**src/rtl/mips_ctrl_pkg.sv**
```systemverilog
// mips_ctrl_pkg -- shared encodings for the multi-cycle MIPS sequencer.
// Holds the instruction opcode/func encodings, the ALU-operation and
// PC-source encodings, the sequencer state enum, the decoded control-word
// struct and a saturating-increment helper.
package mips_ctrl_pkg;

  // Primary opcodes
  localparam logic [5:0] OP_RTYPE = 6'b000000;
  localparam logic [5:0] OP_ADDI  = 6'b001000;
  localparam logic [5:0] OP_LW    = 6'b100011;
  localparam logic [5:0] OP_SW    = 6'b101011;
  localparam logic [5:0] OP_BEQ   = 6'b000100;
  localparam logic [5:0] OP_J     = 6'b000010;

  // R-type function codes
  localparam logic [5:0] FN_ADD = 6'b100000;
  localparam logic [5:0] FN_SUB = 6'b100010;
  localparam logic [5:0] FN_AND = 6'b100100;
  localparam logic [5:0] FN_OR  = 6'b100101;
  localparam logic [5:0] FN_SLT = 6'b101010;
  localparam logic [5:0] FN_JR  = 6'b001000;

  // ALU operation encodings
  localparam logic [2:0] ALU_ADD = 3'b000;
  localparam logic [2:0] ALU_SUB = 3'b001;
  localparam logic [2:0] ALU_AND = 3'b010;
  localparam logic [2:0] ALU_OR  = 3'b011;
  localparam logic [2:0] ALU_SLT = 3'b100;

  // PC source encodings
  localparam logic [1:0] PC_SEQ    = 2'b00;
  localparam logic [1:0] PC_BRANCH = 2'b01;
  localparam logic [1:0] PC_REG    = 2'b10;
  localparam logic [1:0] PC_JUMP   = 2'b11;

  typedef enum logic [2:0] {
    ST_IDLE  = 3'd0,
    ST_FETCH = 3'd1,
    ST_EXEC  = 3'd2,
    ST_MEM   = 3'd3,
    ST_WB    = 3'd4,
    ST_HALT  = 3'd5
  } state_e;

  // branch=1 marks beq: the final PC source is resolved from the zero flag
  // captured in EXEC, so pc_src is only meaningful when branch=0.
  typedef struct packed {
    logic       reg_write;
    logic       mem_read;
    logic       mem_write;
    logic       mem_to_reg;
    logic       alu_src;
    logic       reg_dst;
    logic       branch;
    logic [1:0] pc_src;
    logic [2:0] alu_op;
  } ctrl_word_t;

  localparam ctrl_word_t CTRL_NOP = '0;

  function automatic logic [15:0] sat_inc16(input logic [15:0] v);
    return (v == 16'hFFFF) ? v : v + 16'd1;
  endfunction

endpackage

```
**src/rtl/mips_decoder.sv**
```systemverilog
// mips_decoder -- purely combinational instruction decode.
// Ports:
//   opcode  in  6  primary opcode
//   func    in  6  R-type function field
//   cw      out    decoded control word (all zero when illegal)
//   illegal out 1  encoding not supported
module mips_decoder
  import mips_ctrl_pkg::*;
(
  input  logic [5:0] opcode,
  input  logic [5:0] func,
  output ctrl_word_t cw,
  output logic       illegal
);

  always_comb begin
    cw      = CTRL_NOP;
    illegal = 1'b0;
    case (opcode)
      OP_RTYPE: begin
        // Common R-type ALU shape; jr overrides it below.
        cw.reg_dst    = 1'b1;
        cw.mem_to_reg = 1'b1;
        cw.reg_write  = 1'b1;
        case (func)
          FN_ADD: cw.alu_op = ALU_ADD;
          FN_SUB: cw.alu_op = ALU_SUB;
          FN_AND: cw.alu_op = ALU_AND;
          FN_OR:  cw.alu_op = ALU_OR;
          FN_SLT: cw.alu_op = ALU_SLT;
          FN_JR: begin
            cw        = CTRL_NOP;
            cw.pc_src = PC_REG;
          end
          default: begin
            cw      = CTRL_NOP;
            illegal = 1'b1;
          end
        endcase
      end
      OP_ADDI: begin
        cw.alu_src    = 1'b1;
        cw.mem_to_reg = 1'b1;
        cw.reg_write  = 1'b1;
      end
      OP_LW: begin
        cw.alu_src   = 1'b1;
        cw.mem_read  = 1'b1;
        cw.reg_write = 1'b1;
      end
      OP_SW: begin
        cw.alu_src   = 1'b1;
        cw.mem_write = 1'b1;
      end
      OP_BEQ: begin
        cw.alu_op = ALU_SUB;
        cw.branch = 1'b1;
      end
      OP_J: cw.pc_src = PC_JUMP;
      default: illegal = 1'b1;
    endcase
  end

endmodule

```
**src/rtl/mips_seq_ctrl.sv**
```systemverilog
// mips_seq_ctrl -- multi-cycle sequencer for a small MIPS datapath.
// Ports:
//   clk, reset (async, active-low)
//   start, step_mode, opcode, func, zero, done   -- control/datapath inputs
//   regWrite, memRead, memWrite, memToReg, aluSrc, regDst, pcSrc, aluOp
//                                                 -- registered datapath controls
//   dp_step, busy, halted, illegal, retired       -- status
// Sequence: IDLE -> FETCH -> EXEC -> [MEM] -> WB -> FETCH/IDLE/HALT.
module mips_seq_ctrl
  import mips_ctrl_pkg::*;
#(
  parameter logic [15:0] MAX_RETIRE = 16'd1000
) (
  input  logic        clk,
  input  logic        reset,
  input  logic        start,
  input  logic        step_mode,
  input  logic [5:0]  opcode,
  input  logic [5:0]  func,
  input  logic        zero,
  input  logic        done,
  output logic        regWrite,
  output logic        memRead,
  output logic        memWrite,
  output logic        memToReg,
  output logic        aluSrc,
  output logic        regDst,
  output logic [1:0]  pcSrc,
  output logic [2:0]  aluOp,
  output logic        dp_step,
  output logic        busy,
  output logic        halted,
  output logic        illegal,
  output logic [15:0] retired
);

  state_e     state_reg, state_next;
  ctrl_word_t cw_reg;
  ctrl_word_t dec_cw;
  logic       dec_illegal;
  logic       zero_reg;
  logic       dp_step_reg, reg_write_reg, mem_write_reg, illegal_reg;
  logic [1:0] pc_src_reg, pc_src_next;
  logic [15:0] retired_reg;
  logic       commit, zero_eff, limit_hit;

  mips_decoder u_decoder (
    .opcode  (opcode),
    .func    (func),
    .cw      (dec_cw),
    .illegal (dec_illegal)
  );

  // Widened compare so retired+1 cannot wrap at 16'hFFFF.
  assign limit_hit = ({1'b0, retired_reg} + 17'd1) >= {1'b0, MAX_RETIRE};

  always_comb begin
    state_next = state_reg;
    case (state_reg)
      ST_IDLE:  if (start) state_next = ST_FETCH;
      ST_FETCH: state_next = dec_illegal ? ST_HALT : ST_EXEC;
      ST_EXEC:  state_next = (cw_reg.mem_read || cw_reg.mem_write) ? ST_MEM : ST_WB;
      ST_MEM:   state_next = ST_WB;
      ST_WB: begin
        if (done || limit_hit)  state_next = ST_HALT;
        else if (step_mode)     state_next = ST_IDLE;
        else                    state_next = ST_FETCH;
      end
      ST_HALT:  state_next = ST_HALT;
      default:  state_next = ST_IDLE;
    endcase
  end

  // Output flops are loaded from the next state so they line up with WB.
  assign commit = (state_next == ST_WB);

  // beq leaves EXEC straight into WB, so the zero flag being captured on
  // that same edge must be taken from the input rather than zero_reg.
  assign zero_eff = (state_reg == ST_EXEC) ? zero : zero_reg;

  always_comb begin
    pc_src_next = PC_SEQ;
    if (commit) begin
      if (cw_reg.branch) pc_src_next = zero_eff ? PC_BRANCH : PC_SEQ;
      else               pc_src_next = cw_reg.pc_src;
    end
  end

  always_ff @(posedge clk or negedge reset) begin
    if (!reset) begin
      state_reg     <= ST_IDLE;
      cw_reg        <= CTRL_NOP;
      zero_reg      <= 1'b0;
      dp_step_reg   <= 1'b0;
      reg_write_reg <= 1'b0;
      mem_write_reg <= 1'b0;
      pc_src_reg    <= PC_SEQ;
      illegal_reg   <= 1'b0;
      retired_reg   <= 16'd0;
    end else begin
      state_reg     <= state_next;
      dp_step_reg   <= commit;
      reg_write_reg <= commit && cw_reg.reg_write;
      mem_write_reg <= commit && cw_reg.mem_write;
      pc_src_reg    <= pc_src_next;

      // The control word doubles as the EXEC..WB output register; it is
      // zero whenever no instruction is in flight.
      if (state_reg == ST_FETCH)
        cw_reg <= dec_illegal ? CTRL_NOP : dec_cw;
      else if (state_reg == ST_WB)
        cw_reg <= CTRL_NOP;

      if (state_reg == ST_EXEC) zero_reg <= zero;
      if (state_reg == ST_FETCH && dec_illegal) illegal_reg <= 1'b1;
      if (state_reg == ST_WB) retired_reg <= sat_inc16(retired_reg);
    end
  end

  assign regWrite = reg_write_reg;
  assign memWrite = mem_write_reg;
  assign memRead  = cw_reg.mem_read;
  assign memToReg = cw_reg.mem_to_reg;
  assign aluSrc   = cw_reg.alu_src;
  assign regDst   = cw_reg.reg_dst;
  assign aluOp    = cw_reg.alu_op;
  assign pcSrc    = pc_src_reg;
  assign dp_step  = dp_step_reg;
  assign busy     = (state_reg != ST_IDLE) && (state_reg != ST_HALT);
  assign halted   = (state_reg == ST_HALT);
  assign illegal  = illegal_reg;
  assign retired  = retired_reg;

endmodule

```
**config.mk**
```make
export PLATFORM = sky130hd
export DESIGN_NAME = mips_seq_ctrl
export DESIGN_NICKNAME = d
export VERILOG_FILES = /design/src/rtl/mips_ctrl_pkg.sv /design/src/rtl/mips_decoder.sv /design/src/rtl/mips_seq_ctrl.sv
export SDC_FILE = /design/constraint.sdc
export NUM_CORES = 1
export LEC_CHECK = 0
export ABC_AREA = 1
export CAP_MARGIN = 20
export CORE_ASPECT_RATIO = 0.7
export CORE_UTILIZATION = 50
export CTS_CLUSTER_SIZE = 16
export DETAILED_ROUTE_END_ITERATION = 8
export GPL_ROUTABILITY_DRIVEN = 0
export PLACE_DENSITY = 0.79
export SLEW_MARGIN = 10
export SYNTH_ARGS = -nofsm -noshare
export SYNTH_HDL_FRONTEND = slang
export SYNTH_SLANG_ARGS = --single-unit
export TNS_END_PERCENT = 20
```
**constraint.sdc**
```tcl
create_clock -name clk -period 2 [get_ports clk]
set_clock_uncertainty 0.2 [all_clocks]
set_input_delay 0.4 -clock clk [delete_from_list [all_inputs] [get_ports clk]]
set_output_delay 0.4 -clock clk [all_outputs]
set_load 0.1 [all_outputs]
```
# [Word level (Yosys, flattened, before mapping)]
# Cells that the tools add are included.
# W data, S select, Z words.
[classes] n_addsub=2 multipliers=0 n_div=0 magnitude_cmp=1 n_eq_ne=19 n_shift=0 muxes=26 n_bitwise=1 n_reduce_logical=16
[ops] op="$eq A6 B6 Y1 const B" n=7
[ops] op="$mux W12" n=3
[ops] op="$pmux W3 S6" n=1
[ops] op="$pmux W9 S2" n=1
[ops] op="$add A16 B1 Y17 const B" n=1
[ops] op="$ge A17 B10 Y1 const B" n=1
[ops] op="$add A16 B1 Y16 const B" n=1
[ops] op="$eq A16 B16 Y1 const B" n=1
[ops] op="$pmux W1 S2" n=7
[ops] op="$eq A6 B4 Y1 const B" n=2
[ops] op="$mux W3" n=4
[ops] op="$pmux W3 S4" n=1
[ops] op="$reduce_or A5 Y1" n=2
[ops] op="$eq A3 B3 Y1 const B" n=3
[ops] op="$eq A3 B2 Y1 const B" n=2
[ops] op="$eq A6 B2 Y1 const B" n=1
[ops] op="$eq A6 B3 Y1 const B" n=1
[ops] op="$logic_not A6 Y1" n=1
[ops] op="$pmux W3 S2" n=1
[ops] op="$reduce_or A6 Y1" n=1
[ops] op="$mux W1" n=5
[ops] op="$logic_and A1 B1 Y1" n=4
[ops] op="$mux W2" n=2
[ops] op="$pmux W2 S2" n=1
[ops] op="10 further kinds" n=11
[totals] register_bits=38 latch_bits=0 ram_bits=0 romBits=0 inputBits=18 output_inout_bits=31 elab_cells=82 n_memories=0

# [Longest topological paths before layout]
[depth] ltp_word=8 ltp_mapped=13 depth_no_buf=13

# [Modules after synthesis]
# From an unflattened synthesis, not the netlist that was laid out.
[unflattened] hier_cells=327 area_unflattened_um2=2378.5
[modules_own_cells] mod="mips_seq_ctrl" n_inst=1 cells_per_inst=262 area_per_inst_um2=2049.5 seq_area_each_um2=950.9
[modules_own_cells] mod="mips_decoder" n_inst=1 cells_per_inst=65 area_per_inst_um2=329.1 seq_area_each_um2=0.0

# [Worst setup path after synthesis]
# No wires, ideal clock.
[synth_path] kind="flip-flop to output port" from="register state_reg[1]" to="output busy" arrival_time_ns=2.767 required_ns=1.400 slack_ns=-1.367 stages_incl_launch_ff=5 n_path_buf=0 path_cell_list="dfrtp_1 inv_1 nand2_1 nor2_1 nor2_1"
[synth_between] elab_chain_cells=2 word_cells_on_any_way=3 classes_between="eq/ne (1); reduce/logical (2)"
[synth_rtl] item="start: declaration" line_no="mips_seq_ctrl.sv:37" source="state_e state_reg, state_next;"
[synth_rtl] item="start signal: assignment" line_no="mips_seq_ctrl.sv:101" source="state_reg <= state_next;"
[synth_rtl] item="$ne A3 B3 Y1 or $reduce_bool A3 Y1 (tied branches)" line_no="mips_seq_ctrl.sv:129" source="assign busy = (state_reg != ST_IDLE) && (state_reg != ST_HALT);"
[synth_rtl] item="$logic_and A1 B1 Y1 (*)" line_no="mips_seq_ctrl.sv:129"
[synth_rtl] item="end: declaration" line_no="mips_seq_ctrl.sv:31" source="output logic busy,"
# Mark *: on every way between the ends. The rest lies on a longest branch, timed or not.

# [Worst setup path in the final report]
[layout_path] from="register retired_reg[0] (netlist: retired[0])" to="register state_reg[0]"
[layout_between] elab_chain_cells=5
[layout_rtl] item="start: declaration" line_no="mips_seq_ctrl.sv:44" source="logic [15:0] retired_reg;"
[layout_rtl] item="start signal: assignment" line_no="mips_seq_ctrl.sv:116" source="if (state_reg == ST_WB) retired_reg <= sat_inc16(retired_reg);"
[layout_rtl] item="$add A16 B1 Y17" line_no="mips_seq_ctrl.sv:55" source="assign limit_hit = ({1'b0, retired_reg} + 17'd1) >= {1'b0, MAX_RETIRE};"
[layout_rtl] item="$ge A17 B10 Y1" line_no="mips_seq_ctrl.sv:55"
[layout_rtl] item="$logic_or A1 B1 Y1" line_no="mips_seq_ctrl.sv:65" source="if (done || limit_hit) state_next = ST_HALT;"
[layout_rtl] item="$mux W3" line_no="mips_seq_ctrl.sv:65"
[layout_rtl] item="$pmux W3 S6" line_no="mips_seq_ctrl.sv:59" source="case (state_reg)"
[layout_rtl] item="named net state_next[0]" line_no="mips_seq_ctrl.sv:37"
# The timed path passes the listed nets, and every way through them passes these cells.
# A chain may end at the register's enable or synchronous reset.

==> results by group <==
Placed design
  • Port buffer count: 48
  • DPL Wire Length: 4520 um
  • Placed cell count: 413

Critical path
  • Worst Setup End Kind: flip-flop
  • CP max FO: 8
  • CP Launch Type: flip-flop
  • CP required: 2.03 ns
  • Critical path type: flip-flop to flip-flop
  • Crit path arrival time: 2.02 ns

Final layout
  • Fillcell total: 228
  • Most frequent cells in the layout: nand2_1 (78), inv_1 (41), nor2_1 (32), buf_12 (31), dfrtp_1 (22)
  • Non-filler cells, final: 422
  • Syn-to-layout area delta: 55.0%
  • Share of cells above drive strength 1: 31.4%
  • Max reg flops: 16
  • # diodes: 0
  • Core Util, Final: about 84%
  • Final nets: 389
  • Commonest non-fill, non-tap cell in the layout: nand2_1

STA
  • Max Slew Vio Count: 0
  • # setup viols final: 0
  • RSZ-0062 raised after global routing: yes
  • Post-route setup TNS: 0 ns
  • Min cycle time layout: ~2.0 ns
  • Max frequency: about 500 MHz
  • Least-Margin Pin Slew: 0.486 ns
  • Final Hold Viols: 0
  • Relative slew slack: 67.6%
  • Hold Slack: around 0.33 ns
  • Final period util: 99.3%

Yosys
  • Simple-Gate Fraction of Synth Area: 33.6%
  • Syn_nets: 320
  • Ys async rst share: 100%
  • Post-synth top area share: 43.0%
  • Adder-Cell Fraction of Synth Area: 1.13%
  • Proportion of synthesized area in mux cells: 0%
  • Post-synth EDFFs: 0
  • Seq cells post-synth: 38
  • Unique cell type count in the Yosys netlist: 31
  • Cells after Synth: 300
  • Leading area contributor after synthesis: dfrtp_1
  • Mean area per synthesized cell: between 7 and 8 um2
  • Largest family of logic cells by synthesized area: simple AND/OR/NAND/NOR gates
  • Netlist Area Pre-Place: 2210 um2
  • Ys Warns: 0
  • Top cells by area, synth: dfrtp_1 (43%), nand2_1 (14%), nor2_1 (7.1%), inv_1 (7.0%), nand3_1 (3.6%)
  • Seq/Total Area, Yosys: 43.0%
  • Compound-Gate Fraction of Synth Area: about an eighth
  • Commonest register cell after synthesis: dfrtp_1
  • Xor/xnor share of the synthesized area: 1.19%

Detailed routing
  • DRT Pass-1 Iters: 5
  • Wirelength per Cell: 14.2 um
  • Vias: 2325
  • Initial DRC count: 238
  • ANT nets after route: 0
  • Drt via density: between 5 and 6
  • Routed wire length: 6000 um
  • Drt drc: 0

Global route
  • Initial antenna violation count: 0
  • Overflow after GRT: 0
  • Number of global-route vias before repair: approximately 2100
  • Largest net degree at the start of global routing: 39
  • First-pass GRT wire length: 9720 um
  • GRT Overall Usage: 27.8%

Pwr
  • Pwr dens: 1130 nW/um2
  • Pwr Total: 0.00387 W
  • Pleak: 1.51 nW
  • Max VDD drop: between 1 and 1.5 mV

Clock network
  • H-tree Lvls: 2
  • CTS tree: built
  • Num CTS Buffers: 5
  • CTS sink cnt: 38
  • Clock transition at path regs: 0.08 ns
  • Clk_lat worst skew: 0.30 ns
  • CTS Root Cell: clkbuf_8
  • Postcts setup bufs: 0
  • Maximum buffer depth of the clock tree: 2

Die
  • Site Rows: 19
  • I/O pins: 49
  • Die Footprint: 4700 um2
  • Initial Utilization: between 50% and 60%
  • Die Span Y: 57.6 um
  • Die width: 81.5 um
  • CORE AREA: 4070 um2

Run status
  • Status: finished clean

Run
  • Max-cap violations: 0

Hold path
  • Hold Path Class: flip-flop to flip-flop
[metal layers]
metal / GRT usage [%] / up-vias / wire length [um]
met5: 0 / - / 0
met4: 11.0 / 0 / 84
met3: 6.14 / 13 / 489
met2: 39.5 / 113 / 2600
met1: 41.0 / 1098 / 2830
li1: - / 1101 / -
[cell families (layout without fill, tap and decap cells)]
family,Yosys count,count (layout)
flip-flops,38,38
adder cells (fa/ha/maj),2,2
XOR/XNOR,3,3
AND/OR/NAND/NOR,168,168
buffers and inverters,49,119
AO/OA/AOI/OAI,40,40
[final timing paths]
check | slack, ns | cells past startpoint | startpoint | endpoint
setup / recovery | 0.01 | 13 | retired[0] | state_reg[0]
hold / removal | 0.33 | 2 | zero_reg | zero_reg
setup reg to reg | 0.01 | 13 | retired[0] | state_reg[0]
hold reg to reg | 0.33 | 2 | zero_reg | zero_reg
max in group asynchronous | 0.74 | 3 | reset | retired[0]
min in group asynchronous | 0.47 | 3 | reset | state_reg[0]
[worst max-delay path: stages, from the launching register on]
cell and delay, ns:
dfrtp_4 0.48, ha_4 0.17, nand2_4 0.06, nor2_4 0.24
nand2_1 0.08, nand2_1 0.06, nand2_1 0.06, nor2_1 0.11
nand2_1 0.08, nor2_2 0.13, nor2_2 0.05, nand2_1 0.08
nand2_2 0.06, nand2_1 0.08
[cell usage after synthesis, drive strengths merged (2+ instances only)]
library cell,instances
a21o,2
nand4,12
nand2,88
nor3,2
o22ai,4
dfrtp,38
a21oi,3
buf,5
xor2,2
nor2,48
o21ai,22
nand3,17
inv,43
o31ai,3
ha,2
[report_power, final]
part | total (W) | internal, W | switching [W]
logic | 0.00199 | 0.000656 | 0.00134
registers | 0.00108 | 0.000892 | 0.000188
clock network | 0.000797 | 0.000500 | 0.000298
total | 0.00387 | 0.00205 | 0.00182
[through the flow]
stage	setup slack, ns	area (um2)
floorplan	0.0149	2260
finish	0.0143	3430
CTS	0.00989	3360
global route	-0.0800	3430
detailed placement	-0.261	3210
global placement	-0.142	3210
[layout make-up]
type	instances	area (um2)	share of cell area (%)
clock buffers	5	68.8	2.01
clock inverters	3	68.8	2.01
inverters	43	161	4.71
multi-input cells	213	1150	33.5
flip-flops and latches	38	976	28.5
well taps	52	65.1	1.90
repair buffers	68	938	27.4
[repair_timing]
item,in CTS,in global routing
endpoints found under the setup margin,0,6
endpoints found under the hold margin,38,0
gates resized for setup,0,19
hold buffers,1,0
No activity file was read; power rests on OpenSTA's default activity.
